`config.mk`:
```
export PLATFORM = sky130hd
export DESIGN_NAME = masked_inv_prng
export DESIGN_NICKNAME = d
export VERILOG_FILES = /design/src/rtl/masked_inv_prng.sv
export SDC_FILE = /design/constraint.sdc
export NUM_CORES = 1
export LEC_CHECK = 0
export CORE_ASPECT_RATIO = 2
export CORE_MARGIN = 3
export CORE_UTILIZATION = 50
export DETAILED_ROUTE_END_ITERATION = 16
export PLACE_DENSITY_LB_ADDON = 0.3
export SETUP_SLACK_MARGIN = 0.05
export SLEW_MARGIN = 20
export SYNTH_ARGS = -nofsm -noshare
export SYNTH_HDL_FRONTEND = slang
export SYNTH_SLANG_ARGS = --single-unit
```
`constraint.sdc`:
```
create_clock -name in_clock -period 1.75 [get_ports in_clock]
set_input_delay 0.35 -clock in_clock [delete_from_list [all_inputs] [get_ports in_clock]]
set_output_delay 0.35 -clock in_clock [all_outputs]
set_load 0.02 [all_outputs]
```
`src/rtl/masked_inv_prng.sv`:
```
// Seeded xorshift32 randomness source for a masked GF(2^8) inverter.
// Optional reseed-interval counter enabled by defining MASKED_INV_PRNG_RESEED_EN.
package masked_inv_prng_pkg;
  localparam int HPC1 = 0;
  localparam int HPC3 = 1;
  localparam int DEFAULT_STAGE_TYPE = HPC1;

  // Fresh random bits consumed per inverter evaluation, by share count and gadget type.
  function automatic int num_inv_random(input int num_shares, input int stage_type);
    int pairs;
    pairs = num_shares * (num_shares - 1) / 2;
    if (stage_type == HPC3) return 36 * pairs;
    return 18 * pairs + 16 * (num_shares - 1);
  endfunction
endpackage

module masked_inv_prng
  import masked_inv_prng_pkg::*;
#(
  parameter int NUM_SHARES      = 2,
  parameter int STAGE_TYPE      = DEFAULT_STAGE_TYPE,
  parameter int RESEED_INTERVAL = 1024,
  localparam int NUM_RANDOM     = num_inv_random(NUM_SHARES, STAGE_TYPE),
  localparam int NUM_LANES      = (NUM_RANDOM + 31) / 32
) (
  input  logic                  in_clock,
  input  logic                  in_reset,
  input  logic [31:0]           in_seed,
  input  logic                  in_seed_valid,
  output logic                  out_seed_ready,
  input  logic                  in_reseed,
  input  logic                  in_enable,
  output logic [NUM_RANDOM-1:0] out_random,
  output logic                  out_valid,
  output logic                  out_reseed_req
);

  localparam int          LCW        = (NUM_LANES > 1) ? $clog2(NUM_LANES) : 1;
  localparam logic [31:0] ZERO_SUBST = 32'h6D2B_79F5;

  if (NUM_SHARES < 2 || (STAGE_TYPE != HPC1 && STAGE_TYPE != HPC3) ||
      RESEED_INTERVAL < 1 || RESEED_INTERVAL > (1 << 20)) begin : g_bad_param
    $error("masked_inv_prng: parameter out of range");
  end

  typedef enum logic [1:0] {UNSEEDED, SEEDING, RUN} state_t;

  state_t                 r_state;
  logic [LCW-1:0]         r_lane_cnt;
  logic [31:0]            r_lanes [NUM_LANES];
  logic                   r_valid;
  logic                   r_seed_ready;
  logic [31:0]            w_step  [NUM_LANES];
  logic [32*NUM_LANES-1:0] w_flat;
  logic [31:0]            w_seed_word;
  logic                   w_step_en;
  logic                   w_enter_seeding;

  genvar gi;
  for (gi = 0; gi < NUM_LANES; gi++) begin : g_lane
    logic [31:0] w_a;
    logic [31:0] w_b;
    assign w_a        = r_lanes[gi] ^ (r_lanes[gi] << 13);
    assign w_b        = w_a ^ (w_a >> 17);
    assign w_step[gi] = w_b ^ (w_b << 5);
    assign w_flat[32*gi +: 32] = r_lanes[gi];
  end

  // An all-zero xorshift state would lock up, so zero seeds are substituted.
  assign w_seed_word     = (in_seed == 32'd0) ? ZERO_SUBST : in_seed;
  assign w_step_en       = (r_state == RUN) && in_enable && !in_reseed;
  assign w_enter_seeding = (r_state == UNSEEDED) || ((r_state == RUN) && in_reseed);

  always_ff @(posedge in_clock or negedge in_reset) begin
    if (!in_reset) begin
      r_state      <= UNSEEDED;
      r_lane_cnt   <= '0;
      r_valid      <= 1'b0;
      r_seed_ready <= 1'b0;
      for (int j = 0; j < NUM_LANES; j++) r_lanes[j] <= '0;
    end else begin
      case (r_state)
        UNSEEDED: begin
          r_state      <= SEEDING;
          r_seed_ready <= 1'b1;
        end
        SEEDING: begin
          if (in_seed_valid) begin
            for (int j = 0; j < NUM_LANES; j++)
              if (r_lane_cnt == LCW'(j)) r_lanes[j] <= w_seed_word;
            if (r_lane_cnt == LCW'(NUM_LANES - 1)) begin
              r_state      <= RUN;
              r_seed_ready <= 1'b0;
              r_valid      <= 1'b1;
            end else begin
              r_lane_cnt <= r_lane_cnt + 1'b1;
            end
          end
        end
        RUN: begin
          if (in_reseed) begin
            r_state      <= SEEDING;
            r_lane_cnt   <= '0;
            r_valid      <= 1'b0;
            r_seed_ready <= 1'b1;
          end else if (in_enable) begin
            for (int j = 0; j < NUM_LANES; j++) r_lanes[j] <= w_step[j];
          end
        end
        default: begin
          r_state      <= UNSEEDED;
          r_valid      <= 1'b0;
          r_seed_ready <= 1'b0;
        end
      endcase
    end
  end

  assign out_random     = r_valid ? NUM_RANDOM'(w_flat) : '0;
  assign out_valid      = r_valid;
  assign out_seed_ready = r_seed_ready;

`ifdef MASKED_INV_PRNG_RESEED_EN
  localparam logic [20:0] INTERVAL = 21'(RESEED_INTERVAL);

  logic [20:0] r_reseed_cnt;
  logic        r_reseed_req;

  // Counter saturates at the interval; the request stays up until seeding restarts.
  always_ff @(posedge in_clock or negedge in_reset) begin
    if (!in_reset) begin
      r_reseed_cnt <= '0;
      r_reseed_req <= 1'b0;
    end else if (w_enter_seeding) begin
      r_reseed_cnt <= '0;
      r_reseed_req <= 1'b0;
    end else if (w_step_en) begin
      if (r_reseed_cnt != INTERVAL) r_reseed_cnt <= r_reseed_cnt + 21'd1;
      if (r_reseed_cnt >= INTERVAL - 21'd1) r_reseed_req <= 1'b1;
    end
  end

  assign out_reseed_req = r_reseed_req;
`else
  assign out_reseed_req = 1'b0;
`endif

endmodule

```
==> flow_summary_export.csv, run 1 <==
group,metric,value,unit
synth,synth-seq-cells,69,
setup_path,startpoint_type,"input port",
drt,drc,0,
global_route,grt_max_degree,70,
synth,syn_nets,580,
die,die_x,79.84,um
clock_tree,insertion_delay,0.34,ns
sta,hold_viol,0,
clock_tree,cts_max_level,3,
clock_tree,cts_tree,"built",
synth,synth_edf_count,0,
synth,synthArstFlopShare,100.0,%
drt,vias_per_cell,6.209,
die,die_h,153.7,um
setup_path,cp.required,2.02,ns
setup_path,cpPeakStageDelay,0.27,ns
die,ios,74,
sta,max_clock_freq,588.0,MHz
clock_tree,cts_max_path_buffers,2,
clock_tree,ctsHoldBuffers,0,
die,die_area,12270,um^2
sta,period_minus_slack,1.701,ns
die,coreArea,10610,um^2
finish,final_util,70.79,%
setup_path,r2r-end,"r_lanes[40]$_DFFE_PN0P_",
drt,dr.first_iter.drc_count,507,
setup_path,cpMostUsedCell,"buf_4",
placed_design,place_congestion,0.9615,
global_route,grt_pass1_vias,5157,
sta,timing.final.crit_share,97.18,%
die,initial_core_util,51.38,%
setup_path,worstRegToRegCells,4,
finish,fin_area,7511,um^2
power_and_ir_drop,power_leakage,3.439,nW
sta,setup_ws,0.04939,ns
clock_tree,clockRootBuffer,"clkbuf_16",
setup_path,worstPathCellList,"dlygate4sd2_1 > nor4_4 > buf_4 > nand4_1 > buf_4 > o21ai_4 > clkbuf_16 > o221a_2",
synth,synth-compound-area-share,22.24,%
setup_path,rrSetupSlack,0.06,ns
synth,synth_top_family_by_area,"XOR/XNOR gates",
finish,drive_gt1_share,31.30,%
power_and_ir_drop,power.density,2460,nW/um^2
clock_tree,clkTransAtPathRegs,0.06,ns
sta,whs,0.03999,ns
setup_path,r2r_start,"r_lanes[57]$_DFFE_PN0P_",
synth,yosysUniqueCellTypes,56,
finish,fin_nets,722,
placed_design,hpwl,14.13,mm
synth,synthAdderAreaFrac,0,%
synth,syn-cell-area,5451,um^2
drt,drtAntennaViolNets,0,
global_route,grt.total_usage,31.56,%
placed_design,dpl-instance-area,6909,um^2
hold_path,hp-class,"input port to asynchronous set/reset pin",
clock_tree,cts_buffers,9,
finish,stdcell_count,827,
sta,finClkSkew,0.006095,ns
sta,maxSlewViolCount,0,
synth,synth-simple-area-share,14.32,%
finish,diodes,0,
setup_path,cp_max_fo,8,
run,maxCapViolations,0,
global_route,antenna_found_initial,0,
placed_design,dpl_worst_slack,-0.7201,ns
setup_path,criticalPathCategory,"input port to flip-flop",
synth,yosysWarningCount,0,
global_route,grt_overflow,0,
setup_path,worstSetupEndpointType,"flip-flop",
synth,ys_seq_area_share,31.67,%
synth,synth_xor_area_share,24.56,%
sta,finalSetupViolCount,0,
setup_path,worstPathArrival,1.97,ns
clock_tree,numClockSinks,69,
synth,synth_flop_cell,"dfrtp_1",
synth,synth.area.mux_share,1.653,%
run_status,status,"completed",
drt,vias,5135,
finish,syn_to_final_growth,37.78,%
synth,synthCells,543,
drt,wire_per_inst,23.86,um
power_and_ir_drop,peakVddDrop,0.001113,V
drt,wl,19.73,mm
placed_design,portBuffers,72,
synth,syn_avg_cell_area,10.04,um^2
global_route,grt_pass1_wl,28.84,mm
placed_design,place_inst,802,
drt,first_pass_iters,5,
sta,rsz0062_at_grt,"true",
die,fp-row-count,53,
setup_path,critPathSlowestCell,"dlygate4sd2_1",
## synth_stat cells (13+ instances only)
cell / instances / area [um^2]
a21oi_1: 27 / 135.1
inv_1: 13 / 48.80
a2bb2oi_1: 13 / 113.9
and2_1: 43 / 269.0
a22oi_1: 13 / 97.59
nor2_1: 38 / 142.6
xnor2_1: 56 / 490.5
dfrtp_1: 69 / 1727
buf_2: 23 / 115.1
nand2_1: 22 / 82.58
xnor3_1: 22 / 495.5
o21ai_0: 32 / 160.2
clkbuf_1: 15 / 56.30
## state kept, by name, summed over array words and instances (netlist names)
register and cells:
r_lanes 64, r_state 2, out_seed_ready 1, out_valid 1, r_lane_cnt 1
## through the flow
| stage | power (W) | TNS (ns) |
|---|---|---|
| final | 0.01848 | 0 |
| after CTS | 0.01810 | 0 |
| after global placement | 0.01537 | -30.14 |
| after detailed placement | 0.01573 | -31.78 |
| after global routing | 0.01940 | 0 |
| after floorplan | 0.01167 | 0 |
## where the power goes
part | leakage (nW) | internal [W] | switching [W] | total [W]
combinational | 2.47 | 0.00675 | 0.00563 | 0.0124
clock | 0.183 | 0.00158 | 0.000739 | 0.00232
sequential | 0.789 | 0.00239 | 0.00138 | 0.00378
total | 3.44 | 0.0107 | 0.00775 | 0.0185
## repair_timing
item | 4_1_cts | 5_1_grt
cloned | 1 | 4
pin swaps | 11 | 10
setup buffers | 1 | 3
setup endpoints to repair | 92 | 72
gates resized for setup | 138 | 62
## metal layers
metal	part of all wire [%]	wire, um	GRT usage (%)
met2	50	9932	52.73
met4	9.3	1830	23.93
met1	34	6773	35.78
met3	6.0	1193	3.810
met5	0	0	0
## worst max-delay path by stage
| stage | to | slack [ns] | startpoint |
|---|---|---|---|
| 6_report | r_lanes[44]$_DFFE_PN0P_ | 0.05 | in_seed[25] |
| 5_1_grt | r_lanes[53]$_DFFE_PN0P_ | 0.02 | in_seed[31] |
| 4_1_cts | out_random[2] | 0.02 | out_valid$_DFFE_PN0P_ |
| 3_5_place_dp | r_lanes[7]$_DFFE_PN0P_ | -0.72 | in_seed[25] |
| 3_3_place_gp | r_lanes[12]$_DFFE_PN0P_ | -0.70 | in_seed[26] |
| 2_1_floorplan | r_lanes[32]$_DFFE_PN0P_ | 0.18 | r_state[1]$_DFFE_PN0P_ |
## layout make-up
type	count	area (um^2)
Clock buffer	10	239.0
Multi-Input combinational cell	415	3640
Tap cell	137	171.4
Sequential cell	69	1733
Inverter	13	48.80
Clock inverter	6	133.9
Timing Repair Buffer	177	1545
Fill cell	790	3099
## critical path: cells and delay by family
kind                   cells  cell delay [ns]
AOI/OAI and AO/OA          2             0.42
and+or+nand+nor            2             0.36
buffers and inverters      4             0.83
## logic make-up after synthesis
family                    after synthesis
DFF                                    69
buffers and inverters                  60
and+or+nand+nor                       139
muxes                                   9
other                                   1
AOI/OAI and AO/OA                     163
xor gates and xnor gates              102
## cell usage in the layout (no fill, tap or decap), types with 8 or more instances in the layout
| cell | n |
|---|---|
| a21oi_1 | 27 |
| a22oi_1 | 13 |
| a2bb2oi_1 | 11 |
| and2_1 | 43 |
| buf_2 | 18 |
| buf_4 | 91 |
| clkbuf_16 | 12 |
| clkbuf_2 | 11 |
| clkdlybuf4s15_2 | 9 |
| dfrtp_1 | 64 |
| dlygate4sd2_1 | 21 |
| dlymetal6s2s_1 | 8 |
| inv_1 | 13 |
| mux2i_1 | 9 |
| nand2_1 | 21 |
| nand3b_1 | 11 |
| nor2_1 | 38 |
| o21ai_0 | 31 |
| o221a_1 | 11 |
| o221a_2 | 12 |
| o2bb2ai_1 | 12 |
| xnor2_1 | 50 |
| xnor2_2 | 14 |
| xnor3_1 | 22 |
| xor2_1 | 9 |
Power figures use the tool's default switching activity.
==> run 2, diff against run 1 <==
--- a/config.mk
+++ b/config.mk
@@ -5,6 +5,7 @@
 export SDC_FILE = /design/constraint.sdc
 export NUM_CORES = 1
 export LEC_CHECK = 0
+export CAP_MARGIN = 20
 export CORE_ASPECT_RATIO = 2
 export CORE_MARGIN = 3
 export CORE_UTILIZATION = 50
==> results of run 2 <==
The final DEF is identical to that of run 1; final timing and power are the same.
==> run 3, diff against run 2 <==
--- a/config.mk
+++ b/config.mk
@@ -8,7 +8,7 @@
 export CAP_MARGIN = 20
 export CORE_ASPECT_RATIO = 2
 export CORE_MARGIN = 3
-export CORE_UTILIZATION = 50
+export CORE_UTILIZATION = 30
 export DETAILED_ROUTE_END_ITERATION = 16
 export PLACE_DENSITY_LB_ADDON = 0.3
 export SETUP_SLACK_MARGIN = 0.05
==> run 3 against run 2 <==
Against the previous run:
- first-iteration DRC count shrank 38%
- highest routed layer unchanged
- clock power shrank 15%
- critical endpoint is now r_lanes[6]$_DFFE_PN0P_
- clock skew grew 0.0018 ns
- die area grew 62%
==> flow_summary_export.csv, run 3 (same netlist as run 1, synthesis figures left out) <==
group,metric,value,unit
sta,maxSlewViolCount,0,
setup_path,cpPeakStageDelay,0.35,ns
global_route,grt_pass1_wl,30.07,mm
drt,vias,5026,
hold_path,hp-class,"input port to flip-flop",
finish,multi_input_area,3657,um^2
setup_path,cp.required,2.04,ns
sta,timing.final.crit_share,97.85,%
die,die_h,196.6,um
sta,max_clock_freq,584.0,MHz
drt,drtAntennaViolNets,0,
finish,regMostFlops,"r_lanes",
global_route,grt_overflow,0,
finish,diodes,0,
sta,finClkSkew,0.007877,ns
power_and_ir_drop,power.density,2366,nW/um^2
finish,fin_nets,730,
drt,wire_per_inst,22.03,um
setup_path,cp_max_fo,7,
finish,final_util,43.92,%
sta,period_minus_slack,1.712,ns
setup_path,criticalPathCategory,"input port to flip-flop",
finish,final_cell_mix,"93 x buf_4, 62 x dfrtp_1, 53 x xnor2_1",
setup_path,worstPathCellList,"clkdlybuf4s15_1 > nor4_4 > nand4_1 > buf_4 > buf_6 > o21ai_4 > clkbuf_16 > o221a_2",
finish,fin_area,7811,um^2
setup_path,worstSetupEndpointType,"flip-flop",
placed_design,place_congestion,0.9036,
finish,fillers,1649,
finish,syn_to_final_growth,43.29,%
drt,wl,20.07,mm
sta,setup_ws,0.03764,ns
clock_tree,numClockSinks,69,
finish,seqCellArea,1735,um^2
clock_tree,clockRootBuffer,"clkbuf_16",
global_route,grt_max_degree,55,
placed_design,hpwl,15.15,mm
finish,largest_reg_flops,64,
drt,dr.first_iter.drc_count,316,
setup_path,worstPathArrival,2.00,ns
drt,first_pass_iters,5,
power_and_ir_drop,power_leakage,3.425,nW
power_and_ir_drop,peakVddDrop,0.0007232,V
placed_design,portBuffers,72,
sta,setup_tns,0,ns
finish,drive_gt1_share,31.23,%
global_route,antenna_found_initial,0,
placed_design,dpl-instance-area,7022,um^2
clock_tree,cts_buffers,9,
placed_design,dpl_worst_slack,-0.5025,ns
clock_tree,cts_tree,"built",
clock_tree,clkTransAtPathRegs,0.06,ns
sta,hold_viol,0,
run_status,status,"completed",
drt,drc,0,
sta,rsz0062_at_grt,"true",
die,ios,74,
global_route,grt_pass1_vias,5193,
die,fp-row-count,69,
clock_tree,insertion_delay,0.35,ns
global_route,grt.total_usage,20.14,%
die,die_area,19920,um^2
setup_path,startpoint_type,"input port",
setup_path,critPathSlowestCell,"nor4_4",
sta,finalSetupViolCount,0,
clock_tree,cts_max_level,3,
clock_tree,cts_max_path_buffers,2,
die,initial_core_util,30.65,%
drt,vias_per_cell,5.517,
die,coreArea,17780,um^2
finish,final_common_cell,"buf_4",
run,maxCapViolations,0,
finish,top_regs,"r_lanes (64), r_state (2)",
die,die_x,101.3,um
==> run 3: final timing paths <==
| path | from | to | slack (ns) | depth (start not counted) |
|---|---|---|---|---|
| worst max-delay path | in_seed[18] | r_lanes[6]$_DFFE_PN0P_ | 0.04 | 8 |
| worst min-delay path | in_seed[17] | r_lanes[49]$_DFFE_PN0P_ | 0.46 | 3 |
| max in group asynchronous | in_reset | r_lanes[12]$_DFFE_PN0P_ | 0.55 | 3 |
| worst max register to register | r_lanes[12]$_DFFE_PN0P_ | r_lanes[8]$_DFFE_PN0P_ | 0.10 | 4 |
| worst min register to register | r_lanes[22]$_DFFE_PN0P_ | r_lanes[22]$_DFFE_PN0P_ | 0.54 | 1 |
| min in group asynchronous | in_reset | r_lanes[60]$_DFFE_PN0P_ | 0.48 | 2 |
==> run 3: final cells by class <==
class                           instances  share of cell area (%)
Clock buffer                           13                   3.460
Clock inverter                          3                  0.5446
Inverter                               13                  0.6247
Multi-Input combinational cell        414                   46.82
Sequential cell                        69                   22.22
Tap cell                              213                   3.412
Timing Repair Buffer                  186                   22.92
==> run 3: where the power goes <==
part	switching [W]	internal (W)	total, W
combinational	0.00567	0.00717	0.0128
clock	0.000746	0.00122	0.00197
sequential	0.00128	0.00240	0.00368
total	0.00769	0.0108	0.0185
==> run 3: through the flow <==
step	hold WS, ns	std cells	total power [W]
floorplan	0.05441	543	0.01167
global placement	0.3105	878	0.01583
detailed placement	0.3186	878	0.01608
CTS	0.4962	904	0.01820
global route	0.4912	911	0.01956
finish	0.4603	911	0.01848
==> run 3: metal layers <==
| metal | routed length, um | up-vias | track usage, % |
|---|---|---|---|
| met3 | 943 | 82 | 2.657 |
| li1 | - | 2276 | - |
| met4 | 1846 | 0 | 17.75 |
| met2 | 10290 | 221 | 33.77 |
| met1 | 6994 | 2447 | 21.47 |
| met5 | 0 | - | 0 |
==> run 3: repair_timing <==
action                     4_1_cts  5_1_grt
gates resized for setup        156       45
hold endpoints to repair        15        0
hold buffers                     1        0
pin swaps                       15       18
cloned                           2        2
setup buffers                    7        6
setup endpoints to repair       97       68
==> run 3: worst max-delay path: cells and delay by family <==
| family | cells | cell delay [ns] |
|---|---|---|
| AND/OR/NAND/NOR | 2 | 0.51 |
| AO/OA/AOI/OAI | 2 | 0.38 |
| buffers and inverters | 4 | 0.76 |
